--- src/rtl/pipe_ctrl_if.sv ---
// Stage-side request/redirect bundle and the controller's per-stage hold, flush and PC redirect outputs.
interface pipe_ctrl_if #(
  parameter int ADDR_W = 32
);
  logic              if_stall_req;
  logic              id_stall_req;
  logic              ex_stall_req;
  logic              mem_stall_req;
  logic              ex_redirect;
  logic [ADDR_W-1:0] ex_target;
  logic [5:0]        stall;
  logic              flush;
  logic              pc_load;
  logic [ADDR_W-1:0] pc_target;
  logic              fetch_kill;

  modport master (
    input  if_stall_req, id_stall_req, ex_stall_req, mem_stall_req, ex_redirect, ex_target,
    output stall, flush, pc_load, pc_target, fetch_kill
  );

  modport slave (
    output if_stall_req, id_stall_req, ex_stall_req, mem_stall_req, ex_redirect, ex_target,
    input  stall, flush, pc_load, pc_target, fetch_kill
  );
endinterface

--- src/rtl/pipe_ctrl.sv ---
// Pipeline stall/flush controller: stall, flush and PC redirect are combinational (zero latency);
// rdy=0 freezes every register and forces all stages to hold. fetch_kill is decoded from state.
module pipe_ctrl #(
  parameter int FLUSH_CYCLES = 2,
  parameter int ADDR_W       = 32,
  parameter int CNT_W        = 32
) (
  input  logic              clk,
  input  logic              rst,
  input  logic              rdy,
  input  logic              perf_clr,
  pipe_ctrl_if.master       pif,
  output logic [CNT_W-1:0]  stall_cnt,
  output logic [CNT_W-1:0]  flush_cnt
);

  typedef enum logic [1:0] {RUN, PEND, FLUSH} state_t;

  localparam logic [3:0] KILL_INIT = 4'(FLUSH_CYCLES);
  localparam logic [5:0] S_MEM     = 6'b011111;
  localparam logic [5:0] S_EX      = 6'b001111;
  localparam logic [5:0] S_ID      = 6'b000111;
  localparam logic [5:0] S_IF      = 6'b000011;

  state_t            state, state_nxt;
  logic [3:0]        kill_cnt, kill_nxt;
  logic [ADDR_W-1:0] tgt_q, tgt_nxt, tgt_out;
  logic [5:0]        enc_late, enc_full, stall_c;
  logic              load_c, eff_redir;

  // enc_late covers only the requests that stay valid while wrong-path work drains
  always_comb begin
    enc_late = 6'b0;
    if (pif.mem_stall_req)     enc_late = S_MEM;
    else if (pif.ex_stall_req) enc_late = S_EX;
    enc_full = enc_late;
    if (enc_late == 6'b0) begin
      if (pif.id_stall_req)      enc_full = S_ID;
      else if (pif.if_stall_req) enc_full = S_IF;
    end
  end

  always_comb begin
    state_nxt = state;
    kill_nxt  = kill_cnt;
    tgt_nxt   = tgt_q;
    stall_c   = enc_full;
    load_c    = 1'b0;
    tgt_out   = '0;
    eff_redir = pif.ex_redirect & ~pif.ex_stall_req;
    case (state)
      RUN: begin
        if (eff_redir) begin
          if (pif.mem_stall_req) begin
            tgt_nxt   = pif.ex_target;
            state_nxt = PEND;
          end else begin
            stall_c   = 6'b0;
            load_c    = 1'b1;
            tgt_out   = pif.ex_target;
            kill_nxt  = KILL_INIT;
            state_nxt = FLUSH;
          end
        end
      end
      PEND: begin
        if (pif.mem_stall_req) begin
          stall_c = S_MEM;
        end else begin
          stall_c   = 6'b0;
          load_c    = 1'b1;
          tgt_out   = tgt_q;
          kill_nxt  = KILL_INIT;
          state_nxt = FLUSH;
        end
      end
      FLUSH: begin
        stall_c  = enc_late;
        kill_nxt = kill_cnt - 4'd1;
        if (kill_cnt <= 4'd1) state_nxt = RUN;
      end
      default: state_nxt = RUN;
    endcase
    if (!rdy) begin
      stall_c   = S_MEM;
      load_c    = 1'b0;
      tgt_out   = '0;
      state_nxt = state;
      kill_nxt  = kill_cnt;
      tgt_nxt   = tgt_q;
    end
    if (rst) begin
      stall_c = 6'b0;
      load_c  = 1'b0;
      tgt_out = '0;
    end
  end

  always_ff @(posedge clk or posedge rst) begin
    if (rst) begin
      state    <= RUN;
      kill_cnt <= 4'd0;
      tgt_q    <= '0;
    end else begin
      state    <= state_nxt;
      kill_cnt <= kill_nxt;
      tgt_q    <= tgt_nxt;
    end
  end

  always_ff @(posedge clk or posedge rst) begin
    if (rst) begin
      stall_cnt <= '0;
      flush_cnt <= '0;
    end else if (rdy) begin
      if (perf_clr) begin
        stall_cnt <= '0;
        flush_cnt <= '0;
      end else begin
        if (stall_c != 6'b0 && stall_cnt != '1) stall_cnt <= stall_cnt + 1'b1;
        if (load_c && flush_cnt != '1)          flush_cnt <= flush_cnt + 1'b1;
      end
    end
  end

  assign pif.stall      = stall_c;
  assign pif.flush      = load_c;
  assign pif.pc_load    = load_c;
  assign pif.pc_target  = tgt_out;
  assign pif.fetch_kill = (state == FLUSH);

endmodule

--- src/flat_wrapper.sv ---
// flat-port wrapper written by rule: the top's interface ports become plain ports
module pipe_ctrl_flat 
#(
  parameter int FLUSH_CYCLES = 2,
  parameter int ADDR_W       = 32,
  parameter int CNT_W        = 32
)
  (clk, rst, rdy, perf_clr, stall_cnt, flush_cnt, pif_if_stall_req, pif_id_stall_req, pif_ex_stall_req, pif_mem_stall_req, pif_ex_redirect, pif_ex_target, pif_stall, pif_flush, pif_pc_load, pif_pc_target, pif_fetch_kill);
  pipe_ctrl_if #(.ADDR_W(ADDR_W)) pif_i ();
  input  logic clk;
  input  logic rst;
  input  logic rdy;
  input  logic perf_clr;
  output logic [CNT_W-1:0] stall_cnt;
  output logic [CNT_W-1:0] flush_cnt;
  input wire logic [$bits(pif_i.if_stall_req)-1:0] pif_if_stall_req;
  input wire logic [$bits(pif_i.id_stall_req)-1:0] pif_id_stall_req;
  input wire logic [$bits(pif_i.ex_stall_req)-1:0] pif_ex_stall_req;
  input wire logic [$bits(pif_i.mem_stall_req)-1:0] pif_mem_stall_req;
  input wire logic [$bits(pif_i.ex_redirect)-1:0] pif_ex_redirect;
  input wire logic [$bits(pif_i.ex_target)-1:0] pif_ex_target;
  output wire logic [$bits(pif_i.stall)-1:0] pif_stall;
  output wire logic [$bits(pif_i.flush)-1:0] pif_flush;
  output wire logic [$bits(pif_i.pc_load)-1:0] pif_pc_load;
  output wire logic [$bits(pif_i.pc_target)-1:0] pif_pc_target;
  output wire logic [$bits(pif_i.fetch_kill)-1:0] pif_fetch_kill;
  assign pif_i.if_stall_req = pif_if_stall_req;
  assign pif_i.id_stall_req = pif_id_stall_req;
  assign pif_i.ex_stall_req = pif_ex_stall_req;
  assign pif_i.mem_stall_req = pif_mem_stall_req;
  assign pif_i.ex_redirect = pif_ex_redirect;
  assign pif_i.ex_target = pif_ex_target;
  assign pif_stall = pif_i.stall;
  assign pif_flush = pif_i.flush;
  assign pif_pc_load = pif_i.pc_load;
  assign pif_pc_target = pif_i.pc_target;
  assign pif_fetch_kill = pif_i.fetch_kill;
  pipe_ctrl #(.FLUSH_CYCLES(FLUSH_CYCLES), .ADDR_W(ADDR_W), .CNT_W(CNT_W)) u_core (.clk(clk), .rst(rst), .rdy(rdy), .perf_clr(perf_clr), .pif(pif_i), .stall_cnt(stall_cnt), .flush_cnt(flush_cnt));
endmodule
--- config.mk ---
export PLATFORM = sky130hd
export DESIGN_NAME = pipe_ctrl_flat
export DESIGN_NICKNAME = d
export VERILOG_FILES = /design/src/rtl/pipe_ctrl_if.sv /design/src/rtl/pipe_ctrl.sv /design/src/flat_wrapper.sv
export SDC_FILE = /design/constraint.sdc
export NUM_CORES = 1
export LEC_CHECK = 0
export BUFFER_PORTS_ARGS = -buffer_cell sky130_fd_sc_hd__buf_2
export CAP_MARGIN = 0
export CORE_ASPECT_RATIO = 0.5
export CORE_MARGIN = 5
export CORE_UTILIZATION = 31
export CTS_CLUSTER_SIZE = 20
export DETAILED_ROUTE_END_ITERATION = 10
export PLACE_DENSITY = 0.61
export SLEW_MARGIN = 10
export SYNTH_ARGS = -nofsm -noshare
export SYNTH_HDL_FRONTEND = slang
export SYNTH_SLANG_ARGS = --single-unit
--- constraint.sdc ---
create_clock -name clk -period 4.88 [get_ports clk]
set_input_delay 0.488 -clock clk [delete_from_list [all_inputs] [get_ports clk]]
set_output_delay 0.488 -clock clk [all_outputs]
set_load 0.02 [all_outputs]
### Word-level counts from Yosys, hierarchy flattened

Cells that the tools add are included.

* $add $sub $neg: 3
* order comparisons: 1
* equality and inequality tests: 7
* multiplexer cells: 34
* bitwise operators: 2
* reductions and logical operators: 13

Operators with widths (count)
* 32-bit 2-to-1 mux: 9
* 32-bit by 1-bit adder with 32-bit output (second input constant): 2
* 32-bit inequality test (second input constant): 2
* 32-bit case mux with 2 select lines: 1
* 6-bit 2-to-1 mux: 8
* 6-bit case mux with 3 select lines: 1
* 4-bit 2-to-1 mux: 3
* 4-bit case mux with 3 select lines: 1
* 2-bit 2-to-1 mux: 4
* 4-bit AND reduction: 2
* 6-bit logical NOT: 1
* 2-bit case mux with 3 select lines: 1
* 6-bit nonzero test: 1
* 5-bit 2-to-1 mux: 1
* 4-bit by 1-bit less-or-equal comparator with 1-bit output (second input constant): 1
* 1-bit 2-to-1 mux: 4
* 2-bit by 1-bit inequality test with 1-bit output (second input constant): 2
* 2-bit AND reduction: 2
* 2-bit nonzero test: 2
* 4-bit by 1-bit subtractor with 4-bit output (second input constant): 1
* 3-bit AND reduction: 1
* 3-bit nonzero test: 1
* 2-bit by 1-bit == test with 1-bit output (second input constant): 1
* 2-bit == test (second input constant): 1
* 6 further kinds: 7

* flip-flop bits (word level): 102
* input bits: 41
* output and inout port bits: 105
* word-level logic and storage cells: 65

### Depth between registers and ports, before layout

Gate-level depths: netlist of run 1.

* depth after elaboration: 14
* mapped depth: 9
* depth with buffers taken out: 7

### Worst setup path after synthesis of run 1

Ideal clock, no wire load.

* kind: input to register
* start: input rst
* end: register u_core.flush_cnt[25]
* data arrival time: 4.434 ns
* data required time: 4.760 ns
* slack: 0.326 ns
* stages: 7
* path buffers: 1
* cells stage by stage: inv_1 o2111ai_1 a21boi_1 and3b_1 buf_2 a31oi_1 a41o_1

* cells in the longest elaborated chain, start to end: 4

Ends and longest elaborated chain
* start, declared: RTL line flat_wrapper.sv:11 `input logic rst;`
* 1-bit 2-to-1 mux: RTL line pipe_ctrl.sv:92 `if (rst) begin`
* 1-bit logical AND: RTL line pipe_ctrl.sv:121 `if (load_c && flush_cnt != '1) flush_cnt <= flush_cnt + 1'b1;`
* 2-bit nonzero test (no source line)
* 2-bit AND reduction (no source line)
* end signal, assigned: RTL line pipe_ctrl.sv:121
* end, declared: RTL line pipe_ctrl.sv:14 `output logic [CNT_W-1:0] flush_cnt`

No other way between the ends.
A chain may end at the register's enable or synchronous reset.

### Final worst setup path of run 1

* start: register u_core.state[1]
* end: output pif_pc_target[2]

* cells in the longest elaborated chain, start to end: 4

Ends and longest elaborated chain
* start, declared: RTL line pipe_ctrl.sv:25 `state_t state, state_nxt;`
* start signal, assigned: RTL line pipe_ctrl.sv:105 `state <= state_nxt;`
* 2-bit by 1-bit == test with 1-bit output or 2-bit logical NOT (tied branches): RTL line pipe_ctrl.sv:51 `case (state)`
* 32-bit case mux with 2 select lines *: RTL line pipe_ctrl.sv:51
* 32-bit 2-to-1 mux *: RTL line pipe_ctrl.sv:84 `if (!rdy) begin`
* 32-bit 2-to-1 mux *: RTL line pipe_ctrl.sv:92
* end, declared: RTL line flat_wrapper.sv:25 `output wire logic [$bits(pif_i.pc_target)-1:0] pif_pc_target;`

Mark *: on every way between the ends. The rest lies on a longest branch, timed or not.

==> results of run 1 <==
cell usage in the layout, fill, tap and decap left out, drive strengths merged, types with 5 or more instances in the layout:
cell and count:
nand4 31, o2bb2ai 11, or4 9, and3 19, clkinv 6, o211ai 9
nand2b 5, o31ai 7, nand2 48, o21ai 21, mux2 32, nand3 31
inv 19, or3 12, clkbuf 10, a22oi 33, and4 8, xor2 12
a21oi 18, nor4 7, and2 6, nor2 83, buf 149, dfrtp 102
nor3 14, mux2i 12
per-stage QoR:
step	total power, mW	setup WS [ns]	hold slack [ns]
after floorplan	1.55	0.326	0.480
after global placement	1.69	1.89	0.488
after detailed placement	1.72	1.85	0.494
after global routing	2.58	1.43	0.230
after CTS	2.46	1.62	0.213
final	2.43	1.66	0.206
state kept, by name (all words and copies together) (netlist names):
name / count
u_core.flush_cnt: 32
u_core.stall_cnt: 32
u_core.tgt_q: 32
u_core.kill_cnt: 4
u_core.state: 2
report_power, final:
group / internal, mW / total [mW] / switching [mW]
clock network: 0.410 / 0.735 / 0.325
registers: 1.02 / 1.17 / 0.141
logic: 0.230 / 0.528 / 0.299
per-layer routing:
layer  share of wire  vias up  track usage  wire [microns]
li1                -     2644            -               -
met1            0.46     2723        0.194            7690
met2            0.48      136        0.245            8130
met3           0.047       14       0.0354             792
met4          0.0092        0       0.0346             154
met5               0        -            0               0
critical path, cell delays in order (launching register included):
cell and delay, ns:
dfrtp_1 0.49, nand2b_1 0.24, nor2_2 0.92, buf_4 0.30, a22oi_1 0.09, nor2_1 0.15, buf_2 0.19
path summary, 6_finish.rpt:
path,startpoint,end,slack (ns),depth (start not counted)
max in group asynchronous,rst,u_core.flush_cnt[27]$_DFFE_PP0P_,3.38,3
worst min-delay path,rst,u_core.tgt_q[25]$_DFFE_PP0P_,0.21,2
worst max-delay path,u_core.state[1]$_DFFE_PP0P_,pif_pc_target[2],1.66,6
worst min register to register,u_core.tgt_q[21]$_DFFE_PP0P_,u_core.tgt_q[21]$_DFFE_PP0P_,0.51,1
min in group clk,pif_ex_target[9],u_core.tgt_q[9]$_DFFE_PP0P_,0.38,2
worst max register to register,u_core.stall_cnt[0]$_DFFE_PP0P_,u_core.stall_cnt[29]$_DFFE_PP0P_,2.10,7
cell type report:
class / instances / share of cell area
well taps: 259 / 0.0452
inverters: 21 / 0.0113
clock buffers: 10 / 0.0333
multi-input cells: 484 / 0.440
clock inverters: 6 / 0.00855
repair buffers: 149 / 0.106
flip-flops and latches: 102 / 0.356
cells by family (layout without fill, tap and decap cells):
group                    count (synthesis)  count (layout)
AO/OA/AOI/OAI                          136             136
XOR/XNOR                                16              16
adder cells (fa/ha/maj)                  4               4
buffers and inverters                   65             186
flip-flops                             102             102
multiplexers                            44              44
other                                    1               1
AND/OR/NAND/NOR                        283             283
==> impl_results.md, run 1 <==
- Post-DP Area: 6870 sq um
- Post-synth EDFFs: 0
- Postcts setup bufs: 0
- Status: finished, final reports clean
- N_diodes: 0
- Initial antenna violation count: 0
- Total core area: 18700 sq um
- Setup violators final: 0
- Rows: 35
- Routed Antenna Nets: 0
- Clock latency at the later pin of the worst-skew pair: 0.35 ns
- Vias in the first global route: 5208
- Max_cap viols: 0
- Area of the mapped netlist: 5980 sq um
- Final instance area: 7170 sq um
- Final core utilization: 0.384
- Largest family of logic cells by synthesized area: simple AND/OR/NAND/NOR gates
- CP Class: reg2out
- I/O Buffers: 144
- DRC: 0
- Largest net degree at the start of global routing: 71
- Simple-Gate Fraction of Synth Area: 0.251
- Cells after Synth: 651
- Async S/R FF share, synth: 1.00
- Post-Route WL: 16.8 mm
- Post-Synth Adder-Cell Area: 0.00837
- Vias: 5517
- Power Density: 339 nW/um^2
- Setup Skew: 0.0118 ns
- Top post-synthesis cells by area: dfrtp_1 (43%), mux2_2 (6.0%), nor2_1 (5.2%), a22oi_1 (4.1%), nand2_1 (3.0%)
- Post-cts resize count: 0
- Relative slew margins: 0.198
- Largest fanout on the critical path: 27
- Total nets after synthesis: 696
- Reg area: 2550 sq um
- CTS clk-pin slew, worst paths: 0.07 ns
- Final Hold Violating Endpoints: 0
- Sequential fraction of the synthesis area: 0.427
- Syn-to-layout area delta: 19.9%
- Compound-Gate Fraction of Synth Area: 0.162
- Arr. time, crit path: 2.73 ns
- Total CTS buffers: 9
- List of most frequent post-synthesis cells: dfrtp_1 (102), nor2_1 (83), nand2_1 (48), a22oi_1 (33), mux2_2 (32)
- Share of cells above drive strength 1: 0.277
- Mean Syn Cell Area: 9.19 sq um
- Measured slew at the worst slew-check pin: 1.20 ns
- Top_reg_cell synth: dfrtp_1
- Post-synth top area share: 0.427
- Area occupied by multi-input gates: 3160 sq um
- DP Wirelength: 11.8 mm
- Die width: 206 microns
- RSZ-0062 raised after global routing: no
- GRT Util Overall: 0.147
- Finished Layout Cells: 1031
- Clk root buf: clkbuf_16
- WL/cell: 16.3 microns
- GPL Wtd Cong: 0.812
- Worst setup EP type: primary output
- Fmax: 311 MHz
- DRT iter0 DRCs: 281
- Final net count: 812
- DIE HEIGHT: 108 microns
- Synthesis Warnings: 0
- Clock sinks: 102
- FILL cells: 1939
- Final slew viol count: 0
- Area leader, netlist: dfrtp_1
- Cts hold-fix bufs: 0
- Hold Crit Class: in2async
- Tmin final: 3.22 ns
- Yosys cell types: 68
- WP data required: 4.39 ns
- Dpl cells: 1015
- Lkg Pwr: 3.34 nW
- Synthesized flop and latch total: 102
- Average via count per standard cell: 5.35
- Final setup TNS: 0 ns
- Peak supply drop: 0.000178 V
- I/O pin cnt: 146
- Iteration count of the initial detailed-routing pass: 5
- Xor and xnor area share after synthesis: 0.0234
- Starting density of the core: 0.321
- Count leader, synth: dfrtp_1
- First-pass GRT wire length: 26.9 mm
- Mux cell area share after synthesis: 0.0803
- GRT overflow: 0
- Critical path launch point type: flip-flop
- Buffer depth of the longest clock path: 2
- Die area: 22300 sq um
- CTS tree: done
- Period utilization: 0.659
- H-tree depth: 3
Power figures use the tool's default switching activity.
==> run 2: changes to the inputs <==
==> constraint.sdc (replaced) <==
create_clock -name clk -period 3.3 [get_ports clk]
set_input_delay 0.33 -clock clk [delete_from_list [all_inputs] [get_ports clk]]
set_output_delay 0.33 -clock clk [all_outputs]
set_load 0.02 [all_outputs]
==> run 2 against run 1 <==
- sequential share of layout area is 0.41 points lower
- critical path depth is 1 lower
- combinational power is 51% higher
- routed wire length is 1.9% higher
- setup slack worse by 1.1 ns
- power is 53% higher
- flip-flop and latch count stayed put
- cell count is 0.68% higher
- cell area is 1.2% higher
- critical endpoint is now pif_stall[1]
- largest power group unchanged
==> impl_results.md, run 2 (synthesized netlist as in run 1, its figures left out) <==
- Worst path slowest cell: or4b_1
- Average via count per standard cell: 5.40 (+0.93%)
- Peak supply drop: 0.000306 V (+72%)
- N_diodes: 0 (unchanged)
- Final setup TNS: 0 ns (unchanged)
- Vias in the first global route: 5339 (+2.5%)
- FILL cells: 1903 (-1.9%)
- Worst Reg2Reg Path Length in Cells: 7 (unchanged)
- CP Class: reg2out
- Sw Ratio: 0.313 (-0.00200)
- Die area: 22300 sq um (unchanged)
- Buffer depth of the longest clock path: 2 (unchanged)
- Setup Skew: 0.0146 ns (+0.00278 ns)
- Clock sinks: 102 (unchanged)
- Relative slew margins: 0.275 (+0.0768)
- WP data required: 2.97 ns (-1.42 ns)
- Routed Antenna Nets: 0 (unchanged)
- Clk pwr share: 0.321 (+0.018)
- FF-to-FF setup slack: 0.63 ns (-1.47 ns)
- Final Hold Violating Endpoints: 0 (unchanged)
- Post-Route WL: 17.1 mm (+1.9%)
- Die width: 206 microns (unchanged)
- WL/cell: 16.5 microns (+1.3%)
- Delay-heaviest family, CP: simple AND/OR/NAND/NOR gates
- Reg2reg start: u_core.state[0]$_DFFE_PP0P_
- Setup violators final: 0 (unchanged)
- Rows: 35 (unchanged)
- Crit-path max cell delay: 0.55 ns (-0.37 ns)
- Crit path depth: 5 (-1)
- Most frequent cells in the layout: buf_2 (144), dfrtp_1 (102), nor2_1 (81)
- H-tree depth: 3 (unchanged)
- Total CTS buffers: 9 (unchanged)
- Period utilization: 0.840
- Post-cts resize count: 0 (unchanged)
- DRC: 0 (unchanged)
- CP Cell Sequence: or4b_1 > nand4_1 > a31o_1 > inv_2 > buf_2
- GRT overflow: 0 (unchanged)
- I/O Buffers: 144 (unchanged)
- DRT iter0 DRCs: 398 (+42%)
- Syn-to-layout area delta: 21.3%
- Most common cell after layout, fill and taps aside: buf_2
- Measured slew at the worst slew-check pin: 1.09 ns (-0.114 ns)
- RSZ-0062 raised after global routing: no
- DP Wirelength: 12.2 mm (+3.5%)
- Hold Crit Class: in2async
- Power Internal: 2.55 mW (+53%)
- Sequential share of power: 0.465 (-0.015)
- Critical path launch point type: flip-flop
- Largest net degree at the start of global routing: 70 (-1.4%)
- Tmin final: 2.77 ns
- Postcts setup bufs: 0 (unchanged)
- CTS clk-pin slew, worst paths: 0.07 ns (about the same)
- Crit. Startpoint: u_core.state[1]$_DFFE_PP0P_
- Vias: 5606 (+1.6%)
- Power Density: 512 nW/um^2 (+51%)
- Overall power: 3.72 mW (+53%)
- Max_cap viols: 0 (unchanged)
- Largest regs: u_core.flush_cnt: 32 flops, u_core.stall_cnt: 32 flops, u_core.tgt_q: 32 flops
- R2R Path End: u_core.stall_cnt[4]$_DFFE_PP0P_
- Arr. time, crit path: 2.44 ns (-0.29 ns)
- Cts hold-fix bufs: 0 (unchanged)
- GPL Wtd Cong: 0.838 (+3.2%)
- CTS tree: done
- Lkg Pwr: 3.38 nW (+1.4%)
- Status: finished, final reports clean
- Power share of the combinational group: 0.214 (-0.003)
- Worst setup EP type: primary output
- Final slew viol count: 0 (unchanged)
- First-pass GRT wire length: 27.7 mm (+3.0%)
- Final core utilization: 0.389 (+0.00443)
- Share of cells above drive strength 1: 0.282 (+0.00521)
- Total core area: 18700 sq um (unchanged)
- Initial antenna violation count: 0 (unchanged)
- Clk root buf: clkbuf_16
- I/O pin cnt: 146 (unchanged)
- GRT Util Overall: 0.152 (+0.00527)
- CP bufs+invs: 2 (unchanged)
- Starting density of the core: 0.321 (unchanged)
- Largest fanout on the critical path: 19 (-30%)
- DIE HEIGHT: 108 microns (unchanged)
- Final net count: 819 (+0.86%)
- NetSw: 1.16 mW (+52%)
- Clock latency at the later pin of the worst-skew pair: 0.35 ns (about the same)
- Iteration count of the initial detailed-routing pass: 5 (unchanged)
- CP endpoint: pif_stall[1]
- Fmax: 361 MHz
run 2: cell count changes in the layout (fill, tap and decap cells not counted), sizes merged:
cell / change
bufinv: +1
inv: +1
buf: +7
clkinv: -2
run 2: per-layer routing:
layer | wire length [microns] | GRT usage
met5 | 0 | 0
met4 | 264 | 0.0422
met3 | 875 | 0.0360
met2 | 8280 | 0.251
met1 | 7670 | 0.202
run 2: worst min path at each step:
| stage | from | to | slack [ns] | depth (start not counted) |
|---|---|---|---|---|
| 2_1_floorplan | u_core.tgt_q[0]$_DFFE_PP0P_ | u_core.tgt_q[0]$_DFFE_PP0P_ | 0.48 | 1 |
| 3_3_place_gp | u_core.tgt_q[7]$_DFFE_PP0P_ | u_core.tgt_q[7]$_DFFE_PP0P_ | 0.49 | 1 |
| 3_5_place_dp | u_core.tgt_q[11]$_DFFE_PP0P_ | u_core.tgt_q[11]$_DFFE_PP0P_ | 0.49 | 1 |
| 4_1_cts | rst | u_core.tgt_q[14]$_DFFE_PP0P_ | 0.17 | 3 |
| 5_1_grt | pif_ex_target[12] | u_core.tgt_q[12]$_DFFE_PP0P_ | 0.20 | 2 |
| 6_report | rst | u_core.state[0]$_DFFE_PP0P_ | 0.17 | 3 |
run 2: final cells by class:
cell class | instances | area, sq um | share of cell area
clock buffers | 10 | 239 | 0.0329
flip-flops and latches | 102 | 2550 | 0.352
inverters | 21 | 82.6 | 0.0114
repair buffers | 156 | 811 | 0.112
well taps | 259 | 324 | 0.0447
multi-input cells | 484 | 3150 | 0.435
clock inverters | 6 | 91.3 | 0.0126
run 2: tightest hold or removal path, stage by stage:
cell        delay (ns)
buf_2             0.15
clkinvlp_4        0.08
buf_4             0.39
run 2: power by group through the flow:
| stage | clock [mW] | combinational [mW] | sequential [mW] |
|---|---|---|---|
| 6_report | 1.19 | 0.797 | 1.73 |
| 5_1_grt | 1.29 | 0.883 | 1.77 |
| 4_1_cts | 1.24 | 0.808 | 1.72 |
| 3_5_place_dp | 0 | 0.808 | 1.75 |
| 3_3_place_gp | 0 | 0.781 | 1.72 |
| 2_1_floorplan | 0 | 0.573 | 1.72 |
run 2: through the flow:
| stage | setup WS [ns] | cell area, sq um | hold slack (ns) | cells |
|---|---|---|---|---|
| 4_1_cts | 0.519 | 7250 | 0.168 | 1038 |
| 3_5_place_dp | 0.654 | 6920 | 0.493 | 1022 |
| 2_1_floorplan | 0.128 | 5990 | 0.480 | 651 |
| 6_report | 0.530 | 7250 | 0.173 | 1038 |
| 3_3_place_gp | 0.729 | 6920 | 0.488 | 1022 |
| 5_1_grt | 0.379 | 7250 | 0.204 | 1038 |
==> run 3: changes to the inputs <==
--- a/config.mk
+++ b/config.mk
@@ -5,6 +5,7 @@
 export SDC_FILE = /design/constraint.sdc
 export NUM_CORES = 1
 export LEC_CHECK = 0
+export ABC_AREA = 1
 export BUFFER_PORTS_ARGS = -buffer_cell sky130_fd_sc_hd__buf_2
 export CAP_MARGIN = 0
 export CORE_ASPECT_RATIO = 0.5
@@ -12,7 +13,7 @@
 export CORE_UTILIZATION = 31
 export CTS_CLUSTER_SIZE = 20
 export DETAILED_ROUTE_END_ITERATION = 10
-export PLACE_DENSITY = 0.61
+export PLACE_DENSITY = 0.6
 export SLEW_MARGIN = 10
 export SYNTH_ARGS = -nofsm -noshare
 export SYNTH_HDL_FRONTEND = slang
==> constraint.sdc (replaced) <==
create_clock -name clk -period 2.77 [get_ports clk]
set_input_delay 0.277 -clock clk [delete_from_list [all_inputs] [get_ports clk]]
set_output_delay 0.277 -clock clk [all_outputs]
set_load 0.02 [all_outputs]
==> run 3 against run 2 <==
- setup slack got worse by 0.099 ns
- count of clock-buffer cells in the layout stayed put
- worst hold slack worse by 0.026 ns
- power rose by 17%
- clock power hardly changed
- critical path depth rose by 6
- combinational power increased by 44%
- synthesized cell count increased by 54%
- first-iteration DRC count increased by 32%
- clock skew down 0.0044 ns
- via count rose by 25%
- global-route usage grew 1.6 points
==> impl_results.md, run 3 <==
- Rows: 38 (+8.6%)
- GPL Wtd Cong: 0.916 (+9.3%)
- Buffer depth of the longest clock path: 2 (unchanged)
- Cells after Synth: 1004 (+54%)
- Critical path launch point type: flip-flop
- I/O Buffers: 144 (unchanged)
- Final core utilization: 0.373 (-0.0161)
- H-tree depth: 3 (unchanged)
- Worst Reg2Reg Path Length in Cells: 11 (+4)
- CTS tree: done
- Post-synth EDFFs: 0 (unchanged)
- Peak supply drop: 0.000278 V (-9.2%)
- Arr. time, crit path: 2.63 ns (+0.19 ns)
- DIE HEIGHT: 115 microns (+6.6%)
- Measured slew at the worst slew-check pin: 0.787 ns (-0.301 ns)
- Final setup TNS: 0 ns (unchanged)
- Hold Worst Slack: 0.148 ns (-0.0258 ns)
- CP Class: reg2reg
- R2R Path End: u_core.stall_cnt[25]$_DFFE_PP0P_
- First-pass GRT wire length: 35.0 mm (+26%)
- Max_cap viols: 0 (unchanged)
- Top post-synthesis cells by area: dfrtp_1 (37%), nand2_1 (18%), nand3_1 (8.9%), nor2_1 (8.5%), nand4_1 (3.2%)
- Die area: 25500 sq um (+14%)
- Clock latency at the later pin of the worst-skew pair: 0.36 ns (about the same)
- Die width: 221 microns (+6.9%)
- Largest fanout on the critical path: 33 (+14)
- Average via count per standard cell: 4.90 (-9.3%)
- Async S/R FF share, synth: 1.00 (unchanged)
- Final net count: 1169 (+43%)
- DRC: 0 (unchanged)
- Lkg Pwr: 3.69 nW (+9.1%)
- Fmax: 428 MHz
- Iteration count of the initial detailed-routing pass: 5 (unchanged)
- Period utilization: 0.844
- Post-DP Area: 7830 sq um (+13%)
- Most common cell after layout, fill and taps aside: nand2_1
- Crit-path max cell delay: 0.46 ns (-0.09 ns)
- DRT iter0 DRCs: 524 (+32%)
- Total CTS buffers: 9 (unchanged)
- Share of cells above drive strength 1: 0.196 (-0.0867)
- Most frequent cells in the layout: nand2_1 (336), nor2_1 (153), buf_2 (144)
- DP Wirelength: 15.6 mm (+27%)
- RSZ-0062 raised after global routing: no
- Postcts setup bufs: 0 (unchanged)
- I/O pin cnt: 146 (unchanged)
- Setup violators final: 0 (unchanged)
- GRT overflow: 0 (unchanged)
- Setup Skew: 0.0102 ns (-0.00445 ns)
- Hold Crit Class: in2async
- Count leader, synth: nand2_1
- WP data required: 3.06 ns (+0.09 ns)
- Total core area: 21700 sq um (+16%)
- Vias in the first global route: 6775 (+27%)
- Delay-heaviest family, CP: simple AND/OR/NAND/NOR gates
- Clock sinks: 102 (unchanged)
- Area leader, netlist: dfrtp_1
- Post-cts resize count: 0 (unchanged)
- Area of the mapped netlist: 6880 sq um (+15%)
- Worst setup EP type: flip-flop
- GRT Util Overall: 0.168 (+0.0160)
- Crit path top cell by count: nand2_1
- Met2 WL: 10.0 mm (+21%)
- Starting density of the core: 0.317 (-0.00395)
- Mean Syn Cell Area: 6.85 sq um (-25%)
- Crit. Startpoint: u_core.stall_cnt[0]$_DFFE_PP0P_
- Final Hold Violating Endpoints: 0 (unchanged)
- Largest net degree at the start of global routing: 47 (-33%)
- Final slew viol count: 0 (unchanged)
- Met1 WL: 9.54 mm (+24%)
- CP bufs+invs: 1 (-1)
- Topmost layer with routed signal wires: met4
- Post-Route WL: 21.0 mm (+23%)
- Total nets after synthesis: 1049 (+51%)
- Relative slew margins: 0.474 (+0.199)
- Yosys cell types: 35 (-49%)
- List of most frequent post-synthesis cells: nand2_1 (336), nor2_1 (155), nand3_1 (123), dfrtp_1 (102), inv_1 (49)
- WL/cell: 14.7 microns (-11%)
- FF-to-FF setup slack: 0.43 ns (-0.20 ns)
- Status: finished, final reports clean
- Largest regs: u_core.flush_cnt: 32 flops, u_core.stall_cnt: 32 flops, u_core.tgt_q: 32 flops
- Synthesized flop and latch total: 102 (unchanged)
- Met3 wire len: 898 microns (+2.6%)
- Tmin final: 2.34 ns
- Top_reg_cell synth: dfrtp_1
- Routed Antenna Nets: 0 (unchanged)
- Vias: 7010 (+25%)
- CTS clk-pin slew, worst paths: 0.08 ns (about the same)
- Worst path slowest cell: dfrtp_1
- Reg2reg start: u_core.stall_cnt[0]$_DFFE_PP0P_
- Clk root buf: clkbuf_16
- Final instance area: 8100 sq um (+12%)
- Syn-to-layout area delta: 17.7%
- Initial antenna violation count: 2 (+2)
- Synthesis Warnings: 0 (unchanged)
- CP Cell Sequence: ha_1 > inv_1 > nor2_4 > nand2_1 > nor2_1 > nand2_1 > nand3_2 > nand2_4 > nand2_4 > nand2_1 > nand2_1
- Post-synth top area share: 0.371 (-0.0558)
- Cts hold-fix bufs: 0 (unchanged)
- Power Density: 536 nW/um^2 (+4.6%)
- Sequential fraction of the synthesis area: 0.371 (-0.0558)
[run 3: cell count changes in the layout (fill, tap and decap cells not counted), sizes merged, moves of 9 or more]
cell     before  now
a22oi        33    0
or4           9    0
or3          12    0
o211ai        9    0
mux2i        12    0
nor2         83  164
inv          20   51
nor3         14    1
nand2        48  344
nand3        31  124
a21oi        18   39
o2bb2ai      11    0
xnor2         4   19
and3         19    0
[run 3: area by class of cell]
cell class / count / area, sq um
antenna: 2 / 5.00
clock buffer: 10 / 229
clock inverter: 6 / 38.8
fill: 2360 / 13600
inverter: 52 / 199
multi-input combinational: 800 / 3850
sequential: 102 / 2550
tap: 300 / 375
timing repair buffer: 159 / 846
[run 3: worst max path at each step]
stage	end	slack, ns	cells past startpoint
floorplan	pif_pc_target[10]	-0.05	4
global placement	u_core.stall_cnt[3]$_DFFE_PP0P_	0.54	11
detailed placement	u_core.stall_cnt[25]$_DFFE_PP0P_	0.43	11
CTS	u_core.stall_cnt[25]$_DFFE_PP0P_	0.40	11
global route	u_core.stall_cnt[6]$_DFFE_PP0P_	0.15	11
finish	u_core.stall_cnt[25]$_DFFE_PP0P_	0.43	11
[run 3: tightest hold or removal path: cells and delay by family]
| family | cells | cell delay, ns |
|---|---|---|
| buffers and inverters | 3 | 0.62 |
[run 3: kinds of logic (layout without fill, tap and decap cells)]
logic type	Yosys count	in the layout	synth area share
and+or+nand+nor	671	671	0.418
DFF	102	102	0.371
buffers and inverters	102	227	0.0698
AOI/OAI and AO/OA	73	73	0.0602
xor gates and xnor gates	27	27	0.0344
muxes	24	24	0.0393
adders and majority gates	4	4	0.00727
other	1	3	0.000545
[run 3: metal layers]
metal | vias up | GRT usage
li1 | 3497 | -
met1 | 3318 | 0.221
met2 | 161 | 0.284
met3 | 34 | 0.0316
met4 | 0 | 0.0524
met5 | - | 0
[run 3: stage by stage]
stage | setup WS (ns) | std cells | total power [mW]
after floorplan | -0.0546 | 1004 | 2.84
after global placement | 0.537 | 1413 | 3.11
after detailed placement | 0.431 | 1413 | 3.16
after CTS | 0.405 | 1429 | 4.38
after global routing | 0.148 | 1431 | 4.63
final | 0.431 | 1431 | 4.34
[run 3: power breakdown]
group          leakage (nW)  switching [mW]  internal [mW]  total [mW]
logic                  2.21           0.758          0.395        1.15
registers              1.35           0.204           1.78        1.98
clock network         0.128           0.596          0.608        1.20
